--- src/rtl/instruction_fetch_pkg.sv ---
// Shared definitions for the glorbcore fetch front end.
//   fetch_state_e : sequencer encoding (load program, issue words, program exhausted).
package instruction_fetch_pkg;

  typedef enum logic [1:0] {
    FETCH_LOAD = 2'd0,
    FETCH_RUN  = 2'd1,
    FETCH_HALT = 2'd2
  } fetch_state_e;

endpackage

--- src/rtl/instruction_fetch_imem.sv ---
// Local instruction memory: 2^IMW x IW RAM, one write port, registered read port.
//   clk, rst     : clock, synchronous active-high reset (clears only the read register)
//   we/waddr/wdata : write port
//   re/raddr     : read enable and address; rdata updates on the edge when re=1
//   rdata        : registered read data, holds while re=0
module instruction_fetch_imem #(
  parameter int unsigned IW  = 8,
  parameter int unsigned IMW = 4
) (
  input  logic           clk,
  input  logic           rst,
  input  logic           we,
  input  logic [IMW-1:0] waddr,
  input  logic [IW-1:0]  wdata,
  input  logic           re,
  input  logic [IMW-1:0] raddr,
  output logic [IW-1:0]  rdata
);

  logic [IW-1:0] mem_q [2**IMW];
  logic [IW-1:0] rdata_d, rdata_q;

  // Contents survive reset; every run starts with a fresh load.
  always_ff @(posedge clk) begin
    if (we) begin
      mem_q[waddr] <= wdata;
    end
  end

  always_comb begin
    rdata_d = rdata_q;
    if (re) begin
      rdata_d = mem_q[raddr];
    end
  end

  always_ff @(posedge clk) begin
    if (rst) begin
      rdata_q <= '0;
    end else begin
      rdata_q <= rdata_d;
    end
  end

  assign rdata = rdata_q;

endmodule

--- src/rtl/instruction_fetch.sv ---
// Fetch front end: loads a program over a byte-stream handshake, then issues it in
// address order to decode with a one-deep registered output and stall support.
//   clk, rst                     : clock, synchronous active-high reset
//   load_valid/load_data/load_last/load_ready : program load handshake
//   stall                        : downstream backpressure, freezes issue
//   instruction/instr_valid      : registered word to decode
//   pc                           : address of the next word to fetch
//   halted                       : program exhausted, sticky until reset
module instruction_fetch
  import instruction_fetch_pkg::*;
#(
  parameter int unsigned IW  = 8,
  parameter int unsigned IMW = 4
) (
  input  logic           clk,
  input  logic           rst,
  input  logic           load_valid,
  input  logic [IW-1:0]  load_data,
  input  logic           load_last,
  output logic           load_ready,
  input  logic           stall,
  output logic [IW-1:0]  instruction,
  output logic           instr_valid,
  output logic [IMW-1:0] pc,
  output logic           halted
);

  fetch_state_e   state_d, state_q;
  logic [IMW-1:0] wr_ptr_d, wr_ptr_q;
  logic [IMW-1:0] pc_d, pc_q;
  logic [IMW-1:0] last_addr_d, last_addr_q;
  logic           instr_valid_d, instr_valid_q;
  logic           mem_we, mem_re;

  // No path from load_valid: ready depends only on state and reset.
  assign load_ready = (state_q == FETCH_LOAD) && !rst;

  always_comb begin
    state_d       = state_q;
    wr_ptr_d      = wr_ptr_q;
    pc_d          = pc_q;
    last_addr_d   = last_addr_q;
    instr_valid_d = instr_valid_q;
    mem_we        = 1'b0;
    mem_re        = 1'b0;
    unique case (state_q)
      FETCH_LOAD: begin
        if (load_valid && load_ready) begin
          mem_we   = 1'b1;
          wr_ptr_d = wr_ptr_q + IMW'(1);
          // A full memory ends the load even without load_last.
          if (load_last || (wr_ptr_q == '1)) begin
            last_addr_d = wr_ptr_q;
            pc_d        = '0;
            state_d     = FETCH_RUN;
          end
        end
      end
      FETCH_RUN: begin
        if (!stall) begin
          mem_re        = 1'b1;
          instr_valid_d = 1'b1;
          // pc holds on the last word so it never wraps.
          if (pc_q == last_addr_q) begin
            state_d = FETCH_HALT;
          end else begin
            pc_d = pc_q + IMW'(1);
          end
        end
      end
      FETCH_HALT: begin
        // Last word stays presented until downstream takes it.
        if (!stall) begin
          instr_valid_d = 1'b0;
        end
      end
      default: begin
        state_d = FETCH_LOAD;
      end
    endcase
  end

  always_ff @(posedge clk) begin
    if (rst) begin
      state_q       <= FETCH_LOAD;
      wr_ptr_q      <= '0;
      pc_q          <= '0;
      last_addr_q   <= '0;
      instr_valid_q <= 1'b0;
    end else begin
      state_q       <= state_d;
      wr_ptr_q      <= wr_ptr_d;
      pc_q          <= pc_d;
      last_addr_q   <= last_addr_d;
      instr_valid_q <= instr_valid_d;
    end
  end

  instruction_fetch_imem #(
    .IW  (IW),
    .IMW (IMW)
  ) u_imem (
    .clk   (clk),
    .rst   (rst),
    .we    (mem_we),
    .waddr (wr_ptr_q),
    .wdata (load_data),
    .re    (mem_re),
    .raddr (pc_q),
    .rdata (instruction)
  );

  assign instr_valid = instr_valid_q;
  assign pc          = pc_q;
  assign halted      = (state_q == FETCH_HALT);

endmodule

--- config.mk ---
export PLATFORM = sky130hd
export DESIGN_NAME = instruction_fetch
export DESIGN_NICKNAME = d
export VERILOG_FILES = /design/src/rtl/instruction_fetch_pkg.sv /design/src/rtl/instruction_fetch_imem.sv /design/src/rtl/instruction_fetch.sv
export SDC_FILE = /design/constraint.sdc
export NUM_CORES = 1
export LEC_CHECK = 0
export CORE_MARGIN = 3
export CORE_UTILIZATION = 64
export CTS_BUF_LIST = sky130_fd_sc_hd__clkbuf_16
export DETAILED_ROUTE_END_ITERATION = 7
export PLACE_DENSITY = 0.95
export SLEW_MARGIN = 25
export SYNTH_ARGS = -nofsm -noshare
export SYNTH_HDL_FRONTEND = slang
export SYNTH_SLANG_ARGS = --single-unit
--- constraint.sdc ---
create_clock -name clk -period 5.6 [get_ports clk]
set_input_delay 0.56 -clock clk [delete_from_list [all_inputs] [get_ports clk]]
set_output_delay 0.56 -clock clk [all_outputs]
set_load 0.05 [all_outputs]
==> reports/metrics.cfg, run 1 <==
[status]
outcome=finished clean

[clock_network]
post_cts_resized=0
cts_tree=built
cts_root_buffer=clkbuf_16
clock-sinks=151
clockBufferDepth=2
htreeDepth=4
numCtsBuffers=17
clk_pin_slew_ns=0.06
hold_buffers=0
clk-insertion-delay-late_ns=0.42
cts_setup_buffers=0

[sta]
final-hold-violation-count=0
fin_skew_ns=0.0112
fmax_mhz=318
setup_tns_ns=0
max-slew-margin-rel_pct=43.3
finalSetupViolCount=0
tightest_slew_ns=0.842
rsz0062_at_grt=no
slew_violations=0
min_period_over_period_pct=56.2
finalCriticalPeriod_ns=3.14

[routing]
dr.pass1.iters=5
drc=0
num_vias=3323
route.detailed.wl_per_inst_um=26.4
drt_iter0_drc=335
finalWirelength_um=13000
ant_nets=0
vias_per_cell=6.75

[placed_design]
place_congestion=0.923
dpl.hpwl_um=7940
portBuffers=27
dpl_cell_area_mm2=0.00633

[worst_setup_path]
reg2reg_from=state_q[1]$_SDFFE_PP0P_
crit_slowest_cell=clkdlybuf4s50_1
worstPathCellList=clkdlybuf4s50_1 > nor3_1 > clkdlybuf4s50_1
crit_path_frequent_cell=clkdlybuf4s50_1
critPathMaxFanout=21
crit_path_start=rst
path_class=in -> out
end_kind=output pin
r2r_setup_slack_ns=3.21
crit_path_start_kind=input pin
arrival_ns=2.58
max_stage_delay_ns=0.86
worstPathRequired_ns=5.04

[yosys]
synthAdderAreaFrac_pct=1.04
synth_common_cells=edfxtp_1 (128), mux2i_1 (28), mux4_2 (24)
synth.most_common_cell=edfxtp_1
muxShareOfSynthArea_pct=13.7
synth-compound-area-share_pct=4.25
async_reset_ff_share_pct=0
yosysTopAreaCellShare_pct=63.9
ys_seq_area_share_pct=71.6
synth_area_mm2=0.00601
netlist_top_cells_area=edfxtp_1 (64%), mux4_2 (9.0%), dfxtp_1 (7.7%)
netlist_instances=338
yosysWarnings=0
synthesis.nets=356
syn_area_per_cell_um2=17.8
synth_top_family_by_area=multiplexers
synth_edf_count=128
ys_ff_latch=151
synthDistinctLibCells=42
synth_xor_area_share_pct=1.02
yosys.area.top_type=edfxtp_1
synthSimpleGateAreaFrac_pct=6.54
synthFlopType=edfxtp_1

[cells_and_area]
drive_gt1_share_pct=18.2
nFillCells=464
syn_to_final_growth_pct=15.9
nNetsFinal=389
n_antenna_cell=0
finish.instance_area_mm2=0.00697
utilization_pct=78.0

[hold_path]
holdCritPathClass=reg -> reg
holdCritStartpoint=u_imem.rdata[1]$_SDFFE_PP0P_

[grt]
grt_pass1_vias=3257
antenna_found_initial=0
grt_overflow=0
grt_start_max_net_pins=46
grt_pass1_wl_um=19800
grtUsageTotal_pct=26.9

[power_and_ir_drop]
power.density_mw_per_mm2=360
ir_drop_mv=0.260
power_w=0.00251
leakagePower_nw=2.22

[floorplanning]
rows=34
die_y_um=103
io_pins=28
fp.dieW_um=103
start_util_pct=67.3
fp.coreArea_mm2=0.00893
die_area_mm2=0.0106

[flow_run]
maxCapViolCount=0

sequential cells by signal, summed over array words and instances (netlist names):
name,count
state_q,2
u_imem.mem_q,128
wr_ptr_q,4
instr_valid,1
pc,4
u_imem.rdata,8
last_addr_q,4
power by group:
| part | switching [W] | total, W | internal, W |
|---|---|---|---|
| registers | 0.00000861 | 0.00124 | 0.00123 |
| clock network | 0.000477 | 0.00119 | 0.000711 |
| logic | 0.0000573 | 0.0000852 | 0.0000279 |
kinds of logic (layout without fill, tap and decap cells):
group	after synthesis	in the layout
and+or+nand+nor	69	69
buffers and inverters	18	64
DFF	151	151
adders and majority gates	5	5
AOI/OAI and AO/OA	36	36
xor gates and xnor gates	7	7
muxes	52	52
cell type report:
| type | count | area [um^2] | area share, % |
|---|---|---|---|
| inverter | 2 | 7.51 | 0.108 |
| clock inverter | 15 | 190 | 2.73 |
| multi-input combinational | 169 | 1610 | 23.1 |
| tap | 108 | 135 | 1.94 |
| clock buffer | 17 | 425 | 6.10 |
| sequential | 151 | 4310 | 61.8 |
| timing repair buffer | 30 | 293 | 4.20 |
layer usage:
metal	vias up	global-route usage, %	routed length (um)
met5	-	0	0
met4	0	12.4	365
met3	36	6.36	1160
met2	210	40.7	6290
met1	1662	38.0	5190
li1	1415	-	-
metrics by stage:
stage	hold WS, ns	std cells	worst slack [ns]
after floorplan	0.484	338	3.24
after global placement	0.477	460	2.15
after detailed placement	0.481	460	2.01
after CTS	0.497	492	2.37
after global routing	0.517	492	2.35
final	0.497	492	2.46
final timing paths:
kind | to | depth (start not counted)
setup reg to reg | u_imem.mem_q[5][4]$_DFFE_PP_ | 3
setup / recovery | load_ready | 3
hold / removal | u_imem.rdata[1]$_SDFFE_PP0P_ | 2
hold reg to reg | u_imem.rdata[1]$_SDFFE_PP0P_ | 2
critical path, delay by kind of cell:
kind,cells,cell delay [ns]
buffers and inverters,2,1.68
AND/OR/NAND/NOR,1,0.34
cell usage in the layout (no fill, tap or decap), drive strengths merged, types with 3 or more instances in the layout:
| cell | netlist | routed |
|---|---|---|
| edfxtp | 128 | 128 |
| mux2i | 28 | 28 |
| clkdlybuf4s50 | 0 | 27 |
| mux4 | 24 | 24 |
| dfxtp | 23 | 23 |
| nor2 | 22 | 22 |
| clkbuf | 6 | 17 |
| nand2b | 12 | 12 |
| o21ai | 10 | 10 |
| a22oi | 8 | 8 |
| a32oi | 8 | 8 |
| nand2 | 7 | 7 |
| inv | 2 | 7 |
| xor2 | 6 | 6 |
| nor3 | 6 | 6 |
| nand3 | 5 | 5 |
| ha | 5 | 5 |
| clkinv | 0 | 5 |
| nor2b | 4 | 4 |
| a21oi | 4 | 4 |
| bufinv | 0 | 3 |
| buf | 10 | 3 |
No activity file was read; power rests on OpenSTA's default activity.
==> run 2, diff against run 1 <==
- CORE_UTILIZATION: 64 -> 54
- PLACE_DENSITY: 0.95 -> 0.87
- clock period: 5.6 -> 2.7 ns (I/O delays scaled with it)
==> run 2 against run 1 <==
  * Die area grew 17%
  * Sequential share of layout area shrank 1.2 points
  * Count of clock-buffer cells in the layout is the same
  * Highest routed layer unchanged
==> reports/metrics.cfg, run 2 (synthesis gave the netlist of run 1 again) <==
[cells_and_area]
nNetsFinal=406  ; was 389
regMostFlops=u_imem.mem_q  ; unchanged
drive_gt1_share_pct=19.7  ; was 18.2%
nFillCells=664  ; was 464
n_antenna_cell=0  ; unchanged
layout_common_cells=edfxtp_1 (128), mux2i_1 (28), clkdlybuf4s50_1 (26)  ; was edfxtp_1 (128), mux2i_1 (28), clkdlybuf4s50_1 (27)
layout_commonest_cell=edfxtp_1  ; unchanged
largest_reg_flops=128  ; unchanged
syn_to_final_growth_pct=18.2  ; was 15.9%

[grt]
grt_overflow=0  ; unchanged
grt_start_max_net_pins=47  ; was 46
grt_pass1_vias=3489  ; was 3,257
grtUsageTotal_pct=22.4  ; was 26.9%
grt_pass1_wl_um=20700  ; was 19,800 um
antenna_found_initial=0  ; unchanged

[sta]
min_period_over_period_pct=86.3
tightest_slew_ns=0.806  ; was 0.842 ns
final.setup.worst_slack_ns=0.371  ; was 2.46 ns
final-hold-violation-count=0  ; unchanged
rsz0062_at_grt=no  ; unchanged
slew_violations=0  ; unchanged
max-slew-margin-rel_pct=45.8  ; was 43.3%
fmax_mhz=429
fin_skew_ns=0.0172  ; was 0.0112 ns
setup_tns_ns=0  ; unchanged
finalCriticalPeriod_ns=2.33
finalSetupViolCount=0  ; unchanged

[floorplanning]
rows=37  ; was 34
fp.dieW_um=112  ; was 103 um
die_y_um=112  ; was 103 um
start_util_pct=56.9  ; was 67.3%
die_area_mm2=0.0124  ; was 0.0106 mm^2
io_pins=28  ; unchanged
fp.coreArea_mm2=0.0106  ; was 0.00893 mm^2

[worst_setup_path]
crit_buf_inv=1  ; was 2
arrival_ns=2.06  ; was 2.58 ns
critPathMaxFanout=13  ; was 21
max_stage_delay_ns=0.92  ; was 0.86 ns
crit_path_start_kind=flop  ; was input pin
path_class=reg -> out  ; was in -> out
worstPathCellList=clkdlybuf4s50_1  ; was clkdlybuf4s50_1 > nor3_1 > clkdlybuf4s50_1
path_delay_family=buffers and inverters  ; unchanged
crit_slowest_cell=clkdlybuf4s50_1  ; unchanged
end_kind=output pin  ; unchanged
worstPathRequired_ns=2.43  ; was 5.04 ns

[power_and_ir_drop]
leakagePower_nw=2.29  ; was 2.22 nW
power.density_mw_per_mm2=718  ; was 360 mW/mm^2
ir_drop_mv=0.419  ; was 0.260 mV

[routing]
vias_per_cell=6.38  ; was 6.75
finalWirelength_um=13300  ; was 13,000 um
drt_iter0_drc=526  ; was 335
drc=0  ; unchanged
num_vias=3428  ; was 3,323
route.detailed.wl_per_inst_um=24.8  ; was 26.4 um
ant_nets=0  ; unchanged
dr.pass1.iters=6  ; was 5

[placed_design]
portBuffers=27  ; unchanged
dpl.hpwl_um=8170  ; was 7940 um
place_congestion=0.837  ; was 0.923
placement.setup.worst_slack_ns=0.419  ; was 2.01 ns

[clock_network]
numCtsBuffers=17  ; unchanged
cts_tree=built  ; unchanged
cts_setup_buffers=0  ; unchanged
post_cts_resized=0  ; unchanged
clk_pin_slew_ns=0.07  ; was 0.06 ns
hold_buffers=0  ; unchanged
clockBufferDepth=2  ; unchanged
clock-sinks=151  ; unchanged
htreeDepth=4  ; unchanged
clk-insertion-delay-late_ns=0.42  ; about the same
cts_root_buffer=clkbuf_16  ; unchanged

[status]
outcome=finished clean  ; unchanged

[hold_path]
holdCritPathClass=reg -> reg  ; unchanged

[flow_run]
maxCapViolCount=0  ; unchanged

[run 2: layout make-up]
type	instances	area, um^2	area share [%]
Timing Repair Buffer	47	443	6.23
Tap cell	136	170	2.39
Multi-Input combinational cell	169	1590	22.4
Inverter	2	7.51	0.106
Sequential cell	151	4310	60.6
Clock buffer	17	425	5.99
Clock inverter	15	163	2.29
[run 2: final timing paths]
kind                                startpoint  cells after the start  slack (ns)                      endpoint
setup / recovery            pc[3]$_SDFFE_PP0P_                      1        0.37                         pc[3]
hold reg to reg   u_imem.rdata[2]$_SDFFE_PP0P_                      2        0.51  u_imem.rdata[2]$_SDFFE_PP0P_
hold / removal    u_imem.rdata[2]$_SDFFE_PP0P_                      2        0.51  u_imem.rdata[2]$_SDFFE_PP0P_
setup reg to reg            pc[1]$_SDFFE_PP0P_                      5        0.47            pc[3]$_SDFFE_PP0P_
[run 2: where the power goes]
group          switching, W  total (W)  internal, W
registers         0.0000190    0.00257      0.00255
logic              0.000118   0.000178    0.0000599
clock network      0.000917    0.00236      0.00144
total               0.00105    0.00510      0.00405
[run 2: metal layers]
| layer | global-route usage, % | vias up | share of wire, % |
|---|---|---|---|
| met5 | 0 | - | 0 |
| met2 | 34.9 | 227 | 49 |
| li1 | - | 1441 | - |
| met1 | 29.9 | 1718 | 38 |
| met4 | 8.27 | 0 | 2.6 |
| met3 | 7.28 | 42 | 9.9 |
[run 2: through the flow]
stage	total power, W	instance area, um^2	hold WS, ns	util, %	instances
5_1_grt	0.00524	7110	0.528	67.3	537
4_1_cts	0.00513	7110	0.499	67.3	537
6_report	0.00510	7110	0.505	67.3	537
3_3_place_gp	0.00278	6520	0.478	61.8	505
2_1_floorplan	0.00270	6010	0.369	-	338
3_5_place_dp	0.00279	6520	0.464	61.8	505
